$ cat src/rtl/lsu_pkg.sv
// Shared types for the LSU memory-access stage: size codes, FSM states and
// the captured-op record.
package lsu_pkg;

  localparam int NUM_LANES = 4;
  localparam int LANE_W    = 8;

  localparam logic [1:0] SZ_B = 2'b00;
  localparam logic [1:0] SZ_H = 2'b01;
  localparam logic [1:0] SZ_W = 2'b10;

  typedef enum logic [1:0] {
    ST_IDLE      = 2'd0,
    ST_REQ       = 2'd1,
    ST_WAIT_RESP = 2'd2,
    ST_DONE      = 2'd3
  } lsu_state_e;

  typedef struct packed {
    logic        is_nop;
    logic        is_load;
    logic        is_store;
    logic [31:0] addr;
    logic [31:0] wdata;
    logic [1:0]  size;
    logic        zero_ext;
  } lsu_op_t;

  // Size 11 is never legal; a zero-extended word has no meaning on RV32.
  function automatic logic op_faults(input logic [1:0] size, input logic [1:0] off,
                                     input logic zero_ext);
    return (size == 2'b11) ||
           (size == SZ_H && off[0]) ||
           (size == SZ_W && off != 2'b00) ||
           (zero_ext && size == SZ_W);
  endfunction

endpackage

$ cat src/rtl/lsu_lane_align.sv
// Byte-lane steering: store byte enables and replicated store data, plus the
// right-shift that brings the addressed byte of a read word down to bit 0.
module lsu_lane_align
  import lsu_pkg::*;
(
  input  logic [1:0]  off,
  input  logic [1:0]  size,
  input  logic [31:0] wdata,
  input  logic [31:0] rdata,
  output logic [3:0]  be,
  output logic [31:0] lane_wdata,
  output logic [31:0] rdata_shifted
);

  logic [NUM_LANES-1:0][LANE_W-1:0] lanes;

  // Lane i carries store byte (i mod access width), giving the replication.
  for (genvar i = 0; i < NUM_LANES; i++) begin : g_lane
    assign lanes[i] = (size == SZ_B) ? wdata[7:0] :
                      (size == SZ_H) ? wdata[(i % 2)*LANE_W +: LANE_W] :
                                       wdata[i*LANE_W +: LANE_W];
  end

  assign lane_wdata = lanes;

  always_comb begin
    be = 4'b1111;
    case (size)
      SZ_B:    be = 4'b0001 << off;
      SZ_H:    be = 4'b0011 << off;
      default: be = 4'b1111;
    endcase
  end

  assign rdata_shifted = rdata >> {off, 3'b000};

endmodule

$ cat src/rtl/lsu_mem_access.sv
// LSU memory-access stage: one op in flight, alignment check, req/gnt/rvalid
// data port, lane-shifted load data handed to writeback.
module lsu_mem_access
  import lsu_pkg::*;
(
  input  logic        clk,
  input  logic        rst_n,
  input  logic        in_valid,
  output logic        in_ready,
  input  logic        in_is_nop,
  input  logic        in_is_load,
  input  logic        in_is_store,
  input  logic [31:0] in_addr,
  input  logic [31:0] in_wdata,
  input  logic [1:0]  in_size,
  input  logic        in_zero_ext,
  output logic        mem_req,
  output logic        mem_we,
  output logic [31:0] mem_addr,
  output logic [3:0]  mem_be,
  output logic [31:0] mem_wdata,
  input  logic        mem_gnt,
  input  logic        mem_rvalid,
  input  logic [31:0] mem_rdata,
  output logic        out_valid,
  input  logic        out_ready,
  output logic        out_is_nop,
  output logic        out_is_load,
  output logic [31:0] out_data,
  output logic [1:0]  out_size,
  output logic        out_zero_ext,
  output logic        out_misalign
);

  lsu_state_e  state;
  lsu_op_t     op;
  logic        misalign;
  logic [31:0] data;

  logic [3:0]  be;
  logic [31:0] lane_wdata;
  logic [31:0] rdata_shifted;
  logic        no_access;
  logic        fault;

  assign no_access = in_is_nop || !(in_is_load || in_is_store);
  assign fault     = op_faults(in_size, in_addr[1:0], in_zero_ext);

  // Steering works from the captured op so the memory port is stable in REQ.
  lsu_lane_align u_align (
    .off           (op.addr[1:0]),
    .size          (op.size),
    .wdata         (op.wdata),
    .rdata         (mem_rdata),
    .be            (be),
    .lane_wdata    (lane_wdata),
    .rdata_shifted (rdata_shifted)
  );

  always_ff @(posedge clk) begin
    if (!rst_n) begin
      state    <= ST_IDLE;
      op       <= '0;
      misalign <= 1'b0;
      data     <= '0;
    end else begin
      case (state)
        ST_IDLE: if (in_valid) begin
          op       <= '{is_nop: in_is_nop, is_load: in_is_load, is_store: in_is_store,
                        addr: in_addr, wdata: in_wdata, size: in_size,
                        zero_ext: in_zero_ext};
          misalign <= 1'b0;
          data     <= '0;
          if (no_access) begin
            state <= ST_DONE;
          end else if (fault) begin
            misalign <= 1'b1;
            state    <= ST_DONE;
          end else begin
            state <= ST_REQ;
          end
        end
        ST_REQ: if (mem_gnt) state <= op.is_load ? ST_WAIT_RESP : ST_DONE;
        ST_WAIT_RESP: if (mem_rvalid) begin
          data  <= rdata_shifted;
          state <= ST_DONE;
        end
        ST_DONE: if (out_ready) state <= ST_IDLE;
        default: state <= ST_IDLE;
      endcase
    end
  end

  // Load wins when both class bits are set.
  assign in_ready     = (state == ST_IDLE);
  assign mem_req      = (state == ST_REQ);
  assign mem_we       = mem_req && op.is_store && !op.is_load;
  assign mem_addr     = {op.addr[31:2], 2'b00};
  assign mem_be       = mem_req ? be : 4'b0000;
  assign mem_wdata    = lane_wdata;

  assign out_valid    = (state == ST_DONE);
  assign out_is_nop   = op.is_nop;
  assign out_is_load  = op.is_load;
  assign out_data     = data;
  assign out_size     = op.size;
  assign out_zero_ext = op.zero_ext;
  assign out_misalign = misalign;

endmodule

$ cat config.mk
export PLATFORM = sky130hd
export DESIGN_NAME = lsu_mem_access
export DESIGN_NICKNAME = d
export VERILOG_FILES = /design/src/rtl/lsu_pkg.sv /design/src/rtl/lsu_lane_align.sv /design/src/rtl/lsu_mem_access.sv
export SDC_FILE = /design/constraint.sdc
export NUM_CORES = 1
export LEC_CHECK = 0
export ABC_AREA = 1
export CORE_MARGIN = 4
export CORE_UTILIZATION = 43
export CTS_CLUSTER_SIZE = 8
export DETAILED_ROUTE_END_ITERATION = 7
export PLACE_DENSITY = 0.8
export SLEW_MARGIN = 5
export SYNTH_ARGS = -nofsm -noshare
export SYNTH_HDL_FRONTEND = slang
export SYNTH_SLANG_ARGS = --single-unit
$ cat constraint.sdc
create_clock -name clk -period 1.72 [get_ports clk]
set_input_delay 0.344 -clock clk [delete_from_list [all_inputs] [get_ports clk]]
set_output_delay 0.344 -clock clk [all_outputs]
set_load 0.02 [all_outputs]
==> flow_summary.json, run 1 <==
{
  "fin_skew_ns": 0.00665,
  "dieArea_mm2": 0.0136,
  "cts_tree": "done",
  "p_int_mw": 6.72,
  "drt_iter0_markers": 515,
  "hold_depth": 3,
  "ys_warn_count": 0,
  "routabilityCongestion": 0.865,
  "fin_util_pct": 66.3,
  "p_seq_share_pct": 30.2,
  "rr_worst_depth": 12,
  "drc_errors": 0,
  "htree_levels": 3,
  "cts_buffers": 9,
  "place_area_mm2": 0.00710,
  "synth_cells": 740,
  "status": "finished with violations",
  "cp.arrival_ns": 1.44,
  "crit_type": "reg -> out",
  "rsz0062_at_grt": "true",
  "synth_flop_cell": "dfxtp_1",
  "endpoint_kind": "output port",
  "viasPerCell": 5.10,
  "hold_ws_ns": 0.266,
  "gr-total-overflow": 0,
  "critPathMaxFanout": 25,
  "finalWirelength_um": 16700,
  "avgSynthCellArea_um2": 6.88,
  "ys_seq_area_share_pct": 41.3,
  "synth-edff-count": 0,
  "synth_area_leaders": "dfxtp_1, nand2_1, nor2_1",
  "vias": 5401,
  "nets": 1024,
  "grt_use_total_pct": 23.7,
  "synthAdderAreaFrac_pct": 1.23,
  "required_ns": 1.38,
  "port_buffers": 215,
  "grt_max_degree": 72,
  "netlist_area_mm2": 0.00509,
  "place_worst_setup_slack_ns": -0.188,
  "drt_pre_antenna_iters": 5,
  "cts.sink_count": 105,
  "p_clk_share_pct": 17.2,
  "crit_chain": "buf_12 -> o21ai_0 -> nand2_2 -> buf_6",
  "syn2layout_area_growth_pct": 50.0,
  "synth-simple-area-share_pct": 31.0,
  "grt_pass1_wl_um": 25200,
  "clock.fmax_mhz": 561,
  "num_io_pins": 218,
  "synth_xor_area_share_pct": 0,
  "power.leakage_nw": 3.30,
  "antenna_found_initial": 0,
  "core_area_mm2": 0.0115,
  "yosys.area.top_type": "dfxtp_1",
  "synth_common_cells": "nand2_1, nor2_1, dfxtp_1, o21ai_0, nand3_1",
  "hold_path.class": "in -> reg",
  "cp-start-kind": "register",
  "period_needed_ns": 1.78,
  "slowest_delay_ns": 0.38,
  "ys_types": 24,
  "wl_per_cell_um": 15.8,
  "ys_ff_latch": 105,
  "insertion_delay_ns": 0.35,
  "layout-drive-gt1-share_pct": 14.8,
  "path_clk_slew_ns": 0.08,
  "combPwrFrac_pct": 52.6,
  "fin_crit_sh_pct": 104,
  "rows": 39,
  "final_hold_viol_count": 0,
  "cts_hold_buffers": 0,
  "synth_most_common_cell": "nand2_1",
  "final_cell_area_mm2": 0.00763,
  "drv_cap": 0,
  "powerDensity_mw_per_mm2": 1520,
  "fin_cells": 1059,
  "chipWidth_um": 117,
  "die_h_um": 117,
  "p_sw_mw": 4.86,
  "violations": "negative setup slack",
  "synth_compound_area_share_pct": 13.4,
  "fin_setup_tns_ns": -0.219,
  "drtAntennaViolNets": 0,
  "grt_pass1_vias": 5042,
  "cts_root_buffer": "clkbuf_16",
  "cts_buffer_depth": 2,
  "netlist.area_leader.share_pct": 41.3,
  "start_util_pct": 44.2,
  "fin_ws_ns": -0.0640,
  "power_mw": 11.6,
  "synth_top_family_by_area": "simple AND/OR/NAND/NOR gates",
  "report.final.slew_viol_count": 0,
  "synth_async_sr_flop_share_pct": 0,
  "dp_cells": 1036,
  "synthMuxAreaShare_pct": 0,
  "setup_viol": 10,
  "hpwl_um": 11700,
  "critPathSlowestCell": "dfxtp_4",
  "diodes": 0,
  "ir_worst_vdd_mv": 0.837,
  "netSwitchingFraction_pct": 42.0
}
==> placed cells by master, fill, tap and decap left out, types with 2 or more instances in the layout <==
cell / instances
nand3_2: 10
dfxtp_2: 2
dlygate4sd2_1: 11
ha_1: 3
nand3b_1: 8
nand2_1: 144
nor2_1: 145
nand2_2: 15
buf_12: 8
conb_1: 2
clkdlybuf4s50_1: 167
clkbuf_16: 10
buf_6: 16
dfxtp_1: 101
dlymetal6s2s_1: 4
nand3_1: 50
nand2_4: 3
a21oi_2: 5
buf_2: 11
o21ai_1: 10
inv_6: 4
o21ai_2: 2
o21ai_0: 81
inv_2: 5
inv_1: 12
buf_4: 29
a21oi_1: 38
nor2_4: 4
dfxtp_4: 2
==> metal layers <==
| layer | track usage (%) | vias up | wire (µm) |
|---|---|---|---|
| li1 | - | 2677 | - |
| met1 | 27.4 | 2444 | 6380 |
| met2 | 39.7 | 251 | 7950 |
| met3 | 9.97 | 29 | 2050 |
| met4 | 7.80 | 0 | 336 |
| met5 | 0 | - | 0 |
==> power by group through the flow <==
stage	sequential, mW	clock, mW	combinational [mW]
final	3.49	1.99	6.09
after global routing	3.57	2.12	6.64
after CTS	3.47	2.03	5.48
after detailed placement	3.49	0	5.61
after global placement	3.48	0	5.58
after floorplan	3.56	0	3.49
==> flip-flops by register name, indices dropped and copies added (netlist names) <==
name	flops
op	35
out_data	32
mem_addr	30
out_size	2
state	2
out_is_load	1
out_is_nop	1
out_misalign	1
out_zero_ext	1
==> worst max-delay path, delay by kind of cell, from the launching register on <==
family | cells | cell delay, ns
AND/OR/NAND/NOR | 1 | 0.11
AO/OA/AOI/OAI | 1 | 0.28
flip-flops | 1 | 0.38
buffers and inverters | 2 | 0.30
==> path summary, 6_finish.rpt <==
kind,startpoint,slack [ns],endpoint
worst max-delay path,out_size[1],-0.06,mem_wdata[12]
worst min register to register,out_data[3],0.46,out_data[3]
worst max register to register,state[0],0.08,out_data[30]
worst min-delay path,rst_n,0.27,state[1]
==> cells by family (layout without fill, tap and decap cells) <==
kind of cell	Yosys count	count (layout)
AND/OR/NAND/NOR	382	383
other	1	2
AO/OA/AOI/OAI	136	136
flip-flops	105	105
buffers and inverters	111	285
adder cells (fa/ha/maj)	5	5
==> what timing repair did <==
item / CTS / global route
resized for setup: 161 / 92
pin swaps: 0 / 15
setup endpoints to repair: 67 / 59
cloned: 1 / 1
setup buffers: 1 / 4
hold endpoints to repair: 0 / 0
==> layout make-up <==
class / instances / area, µm²
well taps: 143 / 179
clock inverters: 6 / 47.5
flip-flops and latches: 105 / 2110
clock buffers: 10 / 229
multi-input cells: 526 / 2500
inverters: 20 / 85.1
fillers: 1002 / 3880
repair buffers: 249 / 2480
Note: power is estimated with default switching activity, not from simulation.
==> run 2: changes to the inputs <==
Settings changed: SLEW_MARGIN 5 to default.
==> results of run 2 <==
The final DEF is identical to that of run 1; final timing and power are the same.
